$ cat config.mk
export PLATFORM = sky130hd
export DESIGN_NAME = mem_arbiter
export DESIGN_NICKNAME = d
export VERILOG_FILES = /design/src/rtl/mem_arbiter.sv
export SDC_FILE = /design/constraint.sdc
export NUM_CORES = 1
export LEC_CHECK = 0
export ABC_AREA = 1
export CAP_MARGIN = 15
export CORE_AREA = 3 3 108 110
export DETAILED_ROUTE_END_ITERATION = 8
export DIE_AREA = 0 0 111 113
export MAX_ROUTING_LAYER = met4
export PLACE_DENSITY = 0.64
export SLEW_MARGIN = 0
export SYNTH_ARGS = -nofsm -noshare
export SYNTH_HDL_FRONTEND = slang
export SYNTH_SLANG_ARGS = --single-unit
$ cat constraint.sdc
create_clock -name i_clk -period 1.2 [get_ports i_clk]
set_input_delay 0.18 -clock i_clk [delete_from_list [all_inputs] [get_ports i_clk]]
set_output_delay 0.18 -clock i_clk [all_outputs]
set_load 0.005 [all_outputs]
$ cat src/rtl/mem_arbiter.sv
// mem_arbiter: N-channel memory-port arbiter with optional lock-held grant.
// Build option: define MEM_ARB_RR_EN for round-robin selection; otherwise the
// lowest-index requester always wins and no pointer register exists.
// Memory-side signals are routed combinationally from the granted channel.

`ifndef DATA_WIDTH
`define DATA_WIDTH 32
`endif

module mem_arbiter #(
    parameter int unsigned N_CH = 2,
    parameter int unsigned DW   = `DATA_WIDTH,
    parameter int unsigned AW   = 32
) (
    input  logic                i_clk,
    input  logic                i_rst,
    input  logic [N_CH*AW-1:0]  i_ch_addr,
    input  logic [N_CH*DW-1:0]  i_ch_data,
    input  logic [N_CH-1:0]     i_ch_wr_valid,
    output logic [N_CH-1:0]     o_ch_wr_ready,
    input  logic [N_CH*3-1:0]   i_ch_wr_width,
    output logic [DW-1:0]       o_ch_data,
    output logic [N_CH-1:0]     o_ch_rd_valid,
    input  logic [N_CH-1:0]     i_ch_rd_ready,
    input  logic [N_CH-1:0]     i_ch_lock,
    output logic [AW-1:0]       o_addr,
    output logic [DW-1:0]       o_data,
    output logic                o_wr_valid,
    output logic [2:0]          o_wr_width,
    output logic                o_rd_ready,
    input  logic                i_wr_ready,
    input  logic [DW-1:0]       i_data,
    input  logic                i_rd_valid,
    output logic [N_CH-1:0]     o_grant,
    output logic                o_busy
);

    localparam int unsigned IW = (N_CH > 1) ? $clog2(N_CH) : 1;

    typedef enum logic [0:0] {StIdle, StGrant} state_e;

    state_e          state_q, state_d;
    logic [IW-1:0]   gidx_q, gidx_d;
    logic [N_CH-1:0] grant_q, grant_d;
    logic [N_CH-1:0] req;
    logic [IW-1:0]   win;
    logic            any_req;
    logic            done;

    assign req     = i_ch_wr_valid | i_ch_rd_ready;
    assign any_req = |req;

`ifdef MEM_ARB_RR_EN
    logic [IW-1:0] ptr_q, ptr_d;
    int            idx;

    // Winner: first requester strictly after the last-granted channel, cyclically.
    // Scanning from the farthest offset down lets the nearest requester win last.
    always_comb begin
        win = '0;
        idx = 0;
        for (int off = int'(N_CH); off >= 1; off--) begin
            idx = (int'(ptr_q) + off) % int'(N_CH);
            if (req[idx]) win = IW'(idx);
        end
    end
`else
    // Winner: lowest-index requester.
    always_comb begin
        win = '0;
        for (int k = int'(N_CH) - 1; k >= 0; k--) begin
            if (req[k]) win = IW'(k);
        end
    end
`endif

    // Route the granted channel to the memory side; everything is zero when idle.
    always_comb begin
        o_addr        = '0;
        o_data        = '0;
        o_wr_width    = '0;
        o_wr_valid    = 1'b0;
        o_rd_ready    = 1'b0;
        o_ch_wr_ready = '0;
        o_ch_rd_valid = '0;
        if (state_q == StGrant) begin
            o_addr     = i_ch_addr[int'(gidx_q)*AW +: AW];
            o_data     = i_ch_data[int'(gidx_q)*DW +: DW];
            o_wr_width = i_ch_wr_width[int'(gidx_q)*3 +: 3];
            o_wr_valid = i_ch_wr_valid[gidx_q];
            // A pending write masks the read request until it completes.
            o_rd_ready = i_ch_rd_ready[gidx_q] & ~i_ch_wr_valid[gidx_q];
            o_ch_wr_ready[gidx_q] = o_wr_valid & i_wr_ready;
            o_ch_rd_valid[gidx_q] = o_rd_ready & i_rd_valid;
        end
    end

    assign done      = (o_wr_valid & i_wr_ready) | (o_rd_ready & i_rd_valid);
    assign o_ch_data = i_data;
    assign o_grant   = grant_q;
    assign o_busy    = (state_q == StGrant);

    // Next-state: grant on any request, release on unlocked completion or abandon.
    always_comb begin
        state_d = state_q;
        gidx_d  = gidx_q;
        grant_d = grant_q;
`ifdef MEM_ARB_RR_EN
        ptr_d   = ptr_q;
`endif
        unique case (state_q)
            StIdle: begin
                if (any_req) begin
                    state_d      = StGrant;
                    gidx_d       = win;
                    grant_d      = '0;
                    grant_d[win] = 1'b1;
`ifdef MEM_ARB_RR_EN
                    ptr_d        = win;
`endif
                end
            end
            StGrant: begin
                if (done) begin
                    if (!i_ch_lock[gidx_q]) begin
                        state_d = StIdle;
                        grant_d = '0;
                    end
                end else if (!req[gidx_q] && !i_ch_lock[gidx_q]) begin
                    state_d = StIdle;
                    grant_d = '0;
                end
            end
        endcase
    end

    // State, grant and pointer registers with synchronous reset.
    always_ff @(posedge i_clk) begin
        if (i_rst) begin
            state_q <= StIdle;
            gidx_q  <= '0;
            grant_q <= '0;
`ifdef MEM_ARB_RR_EN
            ptr_q   <= IW'(N_CH - 1);
`endif
        end else begin
            state_q <= state_d;
            gidx_q  <= gidx_d;
            grant_q <= grant_d;
`ifdef MEM_ARB_RR_EN
            ptr_q   <= ptr_d;
`endif
        end
    end

endmodule
[Word-level counts from Yosys, hierarchy flattened]
Cells that the tools add are included.
Storage, ports and cells
  logic and storage cells: 64
  output and inout port bits: 108
  flip-flop bits (word level): 4
  input bits: 176
Cells by class
  reductions and logical operators: 8
  $lt $le $gt $ge: 4
  multipliers: 1
  equality and inequality tests: 3
  bitwise operators: 11
  shift operators: 3
  mux-type cells: 31
Operators by type and width (count)
  $shiftx A64 B7 Y32: 2
  $mux W32: 2
  $mux W1: 18
  $mux W2: 6
  $shiftx A6 B4 Y3: 1
  $and A1 B1 Y1: 5
  $and A2 B2 Y2: 2
  $lt A1 B2 Y1 const B: 2
  $pmux W2 S2: 1
  $logic_and A1 B1 Y1: 3
  $mul A1 B2 Y3 const B: 1
  $mux W3: 1
  $ne A3 B1 Y1 const B: 1
  $ne A3 B3 Y1 const B: 1
  $reduce_and A3 Y1: 1
  $demux W1 S1: 2
  $ge A1 B1 Y1 const B: 2
  $logic_not A1 Y1: 2
  $ne A2 B2 Y1 const B: 1
  $not A1 Y1: 2
  $or A2 B2 Y2: 1
  $pmux W1 S2: 1
  $reduce_and A2 Y1: 1
  $reduce_or A2 Y1: 1
  $or A1 B1 Y1: 1

[Longest topological paths before layout]
Gate-level depths: netlist of run 1.
  depth in word-level cells: 9
  mapped depth: 10

[Worst setup path after synthesis of run 1]
Ideal clock, no wire load.
  path kind: register to output
  start: register gidx_q
  end: output o_data[10]
  slack: 0.035 ns
  arrival: 0.985 ns
  cell stages (with the launch flop): 7
  required time: 1.020 ns
  cell sequence: dfxtp_1 > buf_6 > inv_6 > buf_4 > buf_2 > nor2_1 > nor2_1
On the way
  cells in the longest elaborated chain, start to end: 2
Ends and longest elaborated chain
  start, declared: RTL line 43  | logic [IW-1:0] gidx_q, gidx_d;
  start signal, assigned: RTL line 148  | gidx_q <= gidx_d;
  $shiftx A64 B7 Y32: RTL line 88  | o_data = i_ch_data[int'(gidx_q)*DW +: DW];
  $mux W32: RTL line 86  | if (state_q == StGrant) begin
  end, declared: RTL line 27  | output logic [DW-1:0] o_data,
No other way between the ends.

[Worst setup path in the final report of run 1]
  start: register gidx_q
  end: output o_data[24]
Same word-level chain as after synthesis.

==> impl_metrics.xml, run 1 <==
<?xml version="1.0" encoding="UTF-8"?>
<metrics>
  <group name="status">
    <metric name="outcome" unit="">complete, but fails checks</metric>
    <metric name="failed_checks" unit="">negative setup slack</metric>
  </group>
  <group name="synth">
    <metric name="synthXorXnorAreaFrac" unit="%">0</metric>
    <metric name="synth_seq_area_share" unit="%">5.316</metric>
    <metric name="synthCells" unit="">310</metric>
    <metric name="synth_top_family_by_area" unit="">simple AND/OR/NAND/NOR gates</metric>
    <metric name="yosys_warnings" unit="">0</metric>
    <metric name="syn-cell-area" unit="um2">1506</metric>
    <metric name="synthesis.nets" unit="">486</metric>
    <metric name="avgSynthCellArea" unit="um2">4.860</metric>
    <metric name="yosys_register_bits" unit="">4</metric>
    <metric name="adder_cell_share_of_the_synthesized_area" unit="%">0</metric>
    <metric name="post_synth_and_or_nand_nor_area_fraction" unit="%">44.93</metric>
    <metric name="ys_types" unit="">18</metric>
    <metric name="synth_compound_gate_area_share" unit="%">23.92</metric>
    <metric name="synth.mux.area_fraction" unit="%">0</metric>
  </group>
  <group name="cts">
    <metric name="clk_pin_slew_worst_paths" unit="ns">0.03</metric>
    <metric name="clkSinkCount" unit="">4</metric>
    <metric name="ctsLongestPathBuffers" unit="">2</metric>
    <metric name="clock-root-buffer" unit="">clkbuf_8</metric>
    <metric name="clock_latency_at_the_later_pin_of_the_worst_skew_pair" unit="ns">0.22</metric>
    <metric name="cts_buffers" unit="">3</metric>
    <metric name="cts_tree" unit="">done</metric>
    <metric name="h-tree-depth" unit="">1</metric>
  </group>
  <group name="setup_path">
    <metric name="critical_path.endpoint_type" unit="">output pin</metric>
    <metric name="timing.setup.critical_path_class" unit="">reg -&gt; out</metric>
    <metric name="worstPathArrival" unit="ns">1.41</metric>
    <metric name="setup.worst_path.start_class" unit="">flip-flop</metric>
    <metric name="worst_ep_required_time" unit="ns">1.02</metric>
    <metric name="cp_max_fo" unit="">8</metric>
  </group>
  <group name="job">
    <metric name="timing.max_cap.violations" unit="">0</metric>
  </group>
  <group name="final_layout">
    <metric name="most-common-layout-cells" unit="">clkdlybuf4s50_1, nor2_1, buf_2</metric>
    <metric name="fin_area" unit="um2">4802</metric>
    <metric name="synthToLayoutAreaGrowth" unit="%">218.8</metric>
    <metric name="instances_no_fill" unit="">685</metric>
    <metric name="post_route_cells_drive_above_1_share" unit="%">48.26</metric>
    <metric name="diodes" unit="">0</metric>
    <metric name="final_net_count" unit="">723</metric>
    <metric name="most_frequent_standard_cell_in_the_layout_excluding_fill_and_tap_cells" unit="">clkdlybuf4s50_1</metric>
  </group>
  <group name="sta">
    <metric name="timing.final.max_slew_violations" unit="">0</metric>
    <metric name="min_period_over_period" unit="%">132.2</metric>
    <metric name="fmax" unit="MHz">630.2</metric>
    <metric name="layout_setup_ws" unit="ns">-0.3868</metric>
    <metric name="worst_slew_pin_slew" unit="ns">0.2616</metric>
    <metric name="layout_min_cycle_time" unit="ns">1.587</metric>
    <metric name="slew_headroom" unit="%">82.49</metric>
    <metric name="finalSetupTns" unit="ns">-23.01</metric>
    <metric name="timing.clock.skew" unit="ns">0.0002848</metric>
    <metric name="finalSetupViolations" unit="">76</metric>
    <metric name="hold_viol" unit="">0</metric>
    <metric name="grt_setup_unrepaired" unit="">yes</metric>
  </group>
  <group name="drt">
    <metric name="route.detailed.vias_per_inst" unit="">4.317</metric>
    <metric name="vias" unit="">2957</metric>
    <metric name="drc" unit="">0</metric>
    <metric name="drtPass1Iterations" unit="">4</metric>
    <metric name="routed.top_layer" unit="">met4</metric>
    <metric name="wl_met3" unit="um">775</metric>
    <metric name="route.layer.met1.wl" unit="um">4511</metric>
    <metric name="finalWirelength" unit="um">11420</metric>
    <metric name="wl_met2" unit="um">5731</metric>
    <metric name="drtIter0Drc" unit="">79</metric>
    <metric name="wl_per_cell" unit="um">16.67</metric>
    <metric name="final_antenna_net_count" unit="">0</metric>
  </group>
  <group name="global_route">
    <metric name="via_count_of_the_first_global_routing_pass" unit="">3033</metric>
    <metric name="number_of_antenna_violations_at_the_first_check_in_global_routing" unit="">0</metric>
    <metric name="first_pass_grt_wire_length" unit="um">16320</metric>
    <metric name="grt_remaining_overflow" unit="">0</metric>
    <metric name="grt_max_degree" unit="">33</metric>
    <metric name="groute.usage.overall" unit="%">16.73</metric>
  </group>
  <group name="place">
    <metric name="post-dp-hpwl" unit="um">6736</metric>
    <metric name="gpl.final_weighted_congestion" unit="">0.8498</metric>
    <metric name="placedInstanceArea" unit="um2">3717</metric>
    <metric name="io_buffers" unit="">219</metric>
    <metric name="numPlacedInstances" unit="">630</metric>
  </group>
  <group name="die">
    <metric name="initial_util" unit="%">13.96</metric>
    <metric name="num_rows" unit="">38</metric>
    <metric name="core_region_area" unit="um2">10790</metric>
    <metric name="pin_count" unit="">284</metric>
    <metric name="fp.dieArea" unit="um2">12540</metric>
    <metric name="die_y" unit="um">113</metric>
    <metric name="die_w" unit="um">111</metric>
  </group>
  <group name="min_path">
    <metric name="holdCritPathClass" unit="">in -&gt; out</metric>
  </group>
  <group name="power">
    <metric name="maximum_vdd_ir_drop" unit="uV">383.5</metric>
    <metric name="pwr_density_cell" unit="nW/um2">448.6</metric>
    <metric name="power.leakage" unit="nW">2.154</metric>
  </group>
</metrics>
synthesized netlist by cell type:
master | count | area, um2
a21oi_1 | 4 | 20.02
buf_2 | 7 | 35.03
buf_4 | 33 | 247.7
buf_6 | 2 | 22.52
clkbuf_1 | 13 | 48.80
dfxtp_1 | 4 | 80.08
inv_1 | 5 | 18.77
inv_2 | 2 | 7.510
inv_6 | 1 | 8.760
nand2_1 | 14 | 52.55
nand2_2 | 6 | 37.54
nand3_1 | 2 | 10.01
nand3_2 | 1 | 10.01
nor2_1 | 146 | 548.0
nor2_2 | 1 | 6.260
nor3b_2 | 1 | 12.51
o21ai_0 | 65 | 325.3
o21ai_1 | 3 | 15.01
critical path, cell delays in order, from the launching register on:
cell and delay (ns):
dfxtp_4 0.37, buf_12 0.14, buf_12 0.13, clkbuf_16 0.16
buf_6 0.11, o21ai_2 0.10, nor2_1 0.05, buf_2 0.12
path summary, 6_finish.rpt:
| path | from | endpoint | slack (ns) | cells after the start |
|---|---|---|---|---|
| worst min register to register | o_grant[0] | o_grant[0] | 0.48 | 2 |
| worst min-delay path | i_data[13] | o_ch_data[13] | 0.36 | 0 |
| worst max register to register | gidx_q | o_busy | -0.37 | 11 |
| worst max-delay path | gidx_q | o_data[24] | -0.39 | 7 |
stage by stage:
| stage | util, % | worst slack, ns | total power [mW] | hold slack [ns] |
|---|---|---|---|---|
| final | 44.49 | -0.3868 | 2.154 | 0.3600 |
| after global routing | 44.49 | -0.4490 | 2.293 | 0.3600 |
| after CTS | 41.35 | -0.4444 | 2.005 | 0.3600 |
| after detailed placement | 34.44 | -0.5603 | 1.458 | 0.3600 |
| after global placement | 34.44 | -0.5259 | 1.448 | 0.3600 |
| after floorplan | - | 0.03547 | 0.5803 | 0.2491 |
power by group:
part	internal, mW	leakage, nW	switching [mW]	total (mW)
sequential	0.142	0.0342	0.0158	0.157
combinational	1.03	2.10	0.681	1.71
clock	0.214	0.0216	0.0725	0.286
total	1.39	2.15	0.769	2.15
routing by layer:
layer | track usage (%) | vias up
li1 | - | 1430
met1 | 19.92 | 1332
met4 | 5.911 | 0
met3 | 2.888 | 36
met5 | - | -
met2 | 28.52 | 159
logic make-up after synthesis:
kind of cell	count (synthesis)
flip-flops	4
AND/OR/NAND/NOR	171
buffers and inverters	63
AO/OA/AOI/OAI	72
sequential cells by signal, indices dropped and copies added, names as in the netlist:
register / count
o_grant: 2
gidx_q: 1
o_busy: 1
what timing repair did:
item                                    in CTS  in global routing
setup buffers                               29                 12
pin swaps                                   44                 51
cloned                                      11                  2
resized for setup                          425                119
hold buffers                                 0                  0
endpoints found under the setup margin      79                 77
area by class of cell:
cell class	count	area, um2
fillers	1087	5991
repair buffers	287	2918
multi-input cells	243	1538
well taps	140	175.2
flip-flops and latches	4	87.58
inverters	8	42.54
clock buffers	3	41.29
Note: power is estimated with default switching activity, not from simulation.
==> run 2, diff against run 1 <==
--- a/config.mk
+++ b/config.mk
@@ -5,11 +5,11 @@
 export SDC_FILE = /design/constraint.sdc
 export NUM_CORES = 1
 export LEC_CHECK = 0
-export ABC_AREA = 1
+export ABC_AREA = 0
 export CAP_MARGIN = 15
-export CORE_AREA = 3 3 108 110
+export CORE_AREA = 3 3 110 112
 export DETAILED_ROUTE_END_ITERATION = 8
-export DIE_AREA = 0 0 111 113
+export DIE_AREA = 0 0 113 115
 export MAX_ROUTING_LAYER = met4
 export PLACE_DENSITY = 0.64
 export SLEW_MARGIN = 0
==> run 2 against run 1 <==
Net effect:
- the run still ends with negative setup slack left
- via count is 19% lower
- synthesized cell count shrank 30%
- first-iteration DRC count fell by 7.6%
- design area is 10% lower
- sequential share of layout area is 0.21 points higher
- critical path depth shrank 3
- combinational power about the same
- worst hold slack stayed put
- cell count down 15%
- fmax decreased by 3.7%
- critical path type unchanged
- largest cell class unchanged
==> impl_metrics.xml, run 2 <==
<?xml version="1.0" encoding="UTF-8"?>
<metrics>
  <group name="status">
    <metric name="outcome" unit="">complete, but fails checks</metric>
    <metric name="failed_checks" unit="">negative setup slack</metric>
  </group>
  <group name="global_route">
    <metric name="grt_max_degree" unit="">35</metric>
    <metric name="grt_remaining_overflow" unit="">0</metric>
    <metric name="groute.usage.overall" unit="%">13.39</metric>
    <metric name="via_count_of_the_first_global_routing_pass" unit="">2525</metric>
    <metric name="number_of_antenna_violations_at_the_first_check_in_global_routing" unit="">0</metric>
    <metric name="first_pass_grt_wire_length" unit="um">13450</metric>
  </group>
  <group name="final_layout">
    <metric name="most_frequent_standard_cell_in_the_layout_excluding_fill_and_tap_cells" unit="">clkdlybuf4s50_1</metric>
    <metric name="n_fill_cell" unit="">1166</metric>
    <metric name="synthToLayoutAreaGrowth" unit="%">152.0</metric>
    <metric name="post_route_cells_drive_above_1_share" unit="%">34.16</metric>
    <metric name="finalCoreUtilization" unit="%">38.11</metric>
    <metric name="final_net_count" unit="">619</metric>
    <metric name="sequential_cell_area" unit="um2">87.58</metric>
    <metric name="most-common-layout-cells" unit="">clkdlybuf4s50_1, nor2b_1, buf_2</metric>
    <metric name="largest_register_ff_count" unit="">2</metric>
    <metric name="multiInputGateArea" unit="um2">1451</metric>
    <metric name="diodes" unit="">0</metric>
  </group>
  <group name="synth">
    <metric name="synth_seq_area_share" unit="%">4.678</metric>
    <metric name="synthCells" unit="">217</metric>
    <metric name="synthesis.nets" unit="">393</metric>
    <metric name="syn-cell-area" unit="um2">1712</metric>
    <metric name="synth_top_cells_by_area" unit="">mux2i_1, nor2b_1, buf_4</metric>
    <metric name="synthTopCellsByCount" unit="">mux2i_1, nor2b_1, buf_4</metric>
    <metric name="ys_types" unit="">22</metric>
    <metric name="yosys_warnings" unit="">0</metric>
    <metric name="synth_top_area_share" unit="%">40.35</metric>
    <metric name="yosys_register_bits" unit="">4</metric>
    <metric name="synth-edff-count" unit="">0</metric>
    <metric name="async_flop_share" unit="%">0</metric>
    <metric name="postSynth.topFlopCell" unit="">dfxtp_1</metric>
    <metric name="avgSynthCellArea" unit="um2">7.888</metric>
    <metric name="synth_top_cell_by_area" unit="">mux2i_1</metric>
  </group>
  <group name="cts">
    <metric name="ctsLongestPathBuffers" unit="">2</metric>
    <metric name="clkSinkCount" unit="">4</metric>
    <metric name="holdBufCountCts" unit="">0</metric>
    <metric name="h-tree-depth" unit="">1</metric>
    <metric name="clk_pin_slew_worst_paths" unit="ns">0.03</metric>
    <metric name="clock_latency_at_the_later_pin_of_the_worst_skew_pair" unit="ns">0.23</metric>
    <metric name="clock-root-buffer" unit="">clkbuf_16</metric>
    <metric name="cts_buffers" unit="">3</metric>
    <metric name="cts_tree" unit="">done</metric>
  </group>
  <group name="setup_path">
    <metric name="worstPathArrival" unit="ns">1.47</metric>
    <metric name="cp_max_fo" unit="">5</metric>
    <metric name="timing.setup.critical_path_class" unit="">reg -&gt; out</metric>
    <metric name="setup.worst_path.start_class" unit="">flip-flop</metric>
    <metric name="worst_ep_required_time" unit="ns">1.02</metric>
    <metric name="rr_startpoint" unit="">gidx_q</metric>
    <metric name="cp-startpoint" unit="">gidx_q</metric>
    <metric name="critical_path.endpoint_type" unit="">output pin</metric>
  </group>
  <group name="drt">
    <metric name="final_antenna_net_count" unit="">0</metric>
    <metric name="drtIter0Drc" unit="">73</metric>
    <metric name="route.detailed.vias_per_inst" unit="">4.075</metric>
    <metric name="drc" unit="">0</metric>
    <metric name="wl_per_cell" unit="um">16.20</metric>
    <metric name="drtPass1Iterations" unit="">4</metric>
    <metric name="vias" unit="">2384</metric>
    <metric name="finalWirelength" unit="um">9477</metric>
  </group>
  <group name="die">
    <metric name="core_region_area" unit="um2">11320</metric>
    <metric name="die_w" unit="um">113</metric>
    <metric name="num_rows" unit="">39</metric>
    <metric name="pin_count" unit="">284</metric>
    <metric name="die_y" unit="um">115</metric>
    <metric name="fp.dieArea" unit="um2">13000</metric>
    <metric name="initial_util" unit="%">15.12</metric>
  </group>
  <group name="sta">
    <metric name="finalSetupTns" unit="ns">-24.52</metric>
    <metric name="timing.final.max_slew_violations" unit="">0</metric>
    <metric name="finalSetupViolations" unit="">76</metric>
    <metric name="layout_setup_ws" unit="ns">-0.4471</metric>
    <metric name="timing.clock.skew" unit="ns">0.003812</metric>
    <metric name="min_period_over_period" unit="%">137.3</metric>
    <metric name="layout_min_cycle_time" unit="ns">1.647</metric>
    <metric name="grt_setup_unrepaired" unit="">yes</metric>
    <metric name="hold_viol" unit="">0</metric>
    <metric name="slew_headroom" unit="%">82.03</metric>
    <metric name="worst_slew_pin_slew" unit="ns">0.2687</metric>
    <metric name="fmax" unit="MHz">607.1</metric>
  </group>
  <group name="power">
    <metric name="net-switching-power" unit="mW">0.6916</metric>
    <metric name="netSwitchingFraction" unit="%">28.95</metric>
    <metric name="power.leakage" unit="nW">1.820</metric>
    <metric name="seq_power_share" unit="%">6.9</metric>
    <metric name="share_clk_of_total_power" unit="%">22.7</metric>
    <metric name="pwr_density_cell" unit="nW/um2">553.7</metric>
    <metric name="power.internal" unit="mW">1.697</metric>
    <metric name="maximum_vdd_ir_drop" unit="uV">490.6</metric>
    <metric name="p_comb_share" unit="%">70.4</metric>
  </group>
  <group name="job">
    <metric name="timing.max_cap.violations" unit="">0</metric>
  </group>
  <group name="min_path">
    <metric name="hold_path_startpoint" unit="">i_data[14]</metric>
    <metric name="holdCritPathClass" unit="">in -&gt; out</metric>
  </group>
  <group name="place">
    <metric name="post-dp-hpwl" unit="um">7421</metric>
    <metric name="io_buffers" unit="">219</metric>
    <metric name="gpl.final_weighted_congestion" unit="">0.8377</metric>
  </group>
</metrics>
run 2: cell count changes in the layout (fill, tap and decap cells not counted), moves of 7 or more:
cell,change
buf_4,+7
nor2_1,-98
nand2_1,-8
o21ai_1,-13
mux2i_1,+60
nor2_2,-20
nor2b_1,+68
nor2_4,-21
o21ai_2,-43
buf_16,-11
run 2: critical path: stages (launching register included):
cell and delay [ns]:
dfxtp_4 0.37, or3b_4 0.43, a21oi_4 0.19, nor2b_4 0.15, buf_2 0.11
run 2: worst paths after layout:
check                                   endpoint  slack (ns)  cells past startpoint
worst max-delay path            o_ch_rd_valid[0]       -0.45                      4
worst min-delay path               o_ch_data[14]        0.36                      0
worst max register to register        o_grant[1]       -0.44                      5
worst min register to register        o_grant[1]        0.63                      2
run 2: cells by family after synthesis:
group,count (synthesis),synth area share [%]
and+or+nand+nor,89,31.51
muxes,70,41.23
buffers and inverters,49,19.66
AOI/OAI and AO/OA,5,2.924
DFF,4,4.679
run 2: cell type report:
cell class / instances / share of cell area [%]
clock buffer: 4 / 1.827
multi-input combinational: 164 / 33.64
sequential: 4 / 2.030
tap: 143 / 4.147
timing repair buffer: 270 / 58.35
run 2: per-layer routing:
metal  share of wire (%)  GRT usage (%)  wire, um
met5                   0              -         0
met4                 2.1          3.686       200
met3                  12          3.737      1106
met2                  49          24.13      4639
met1                  37          14.42      3531
run 2: per-stage QoR:
step / hold WS, ns / instances / power [mW] / area [um2] / setup WS, ns
6_report: 0.3600 / 585 / 2.389 / 4314 / -0.4471
5_1_grt: 0.3600 / 585 / 2.527 / 4314 / -0.4915
4_1_cts: 0.3600 / 583 / 2.381 / 4243 / -0.4428
3_5_place_dp: 0.3600 / 550 / 1.707 / 3966 / -0.8791
3_3_place_gp: 0.3600 / 550 / 1.681 / 3966 / -0.8782
2_1_floorplan: 0.2510 / 217 / 0.7651 / 1740 / -0.1189
run 2: power by group through the flow:
stage	clock network (mW)	logic (mW)	registers (mW)
4_1_cts	0.547	1.67	0.167
5_1_grt	0.559	1.80	0.167
3_3_place_gp	0	1.52	0.162
2_1_floorplan	0	0.611	0.154
6_report	0.542	1.68	0.166
3_5_place_dp	0	1.54	0.163
run 2: repair_timing:
item | in CTS | in global routing
pin swaps | 7 | 3
buffers inserted | 25 | 5
gates cloned | 4 | 0
endpoints found under the setup margin | 79 | 77
gates resized for setup | 336 | 20
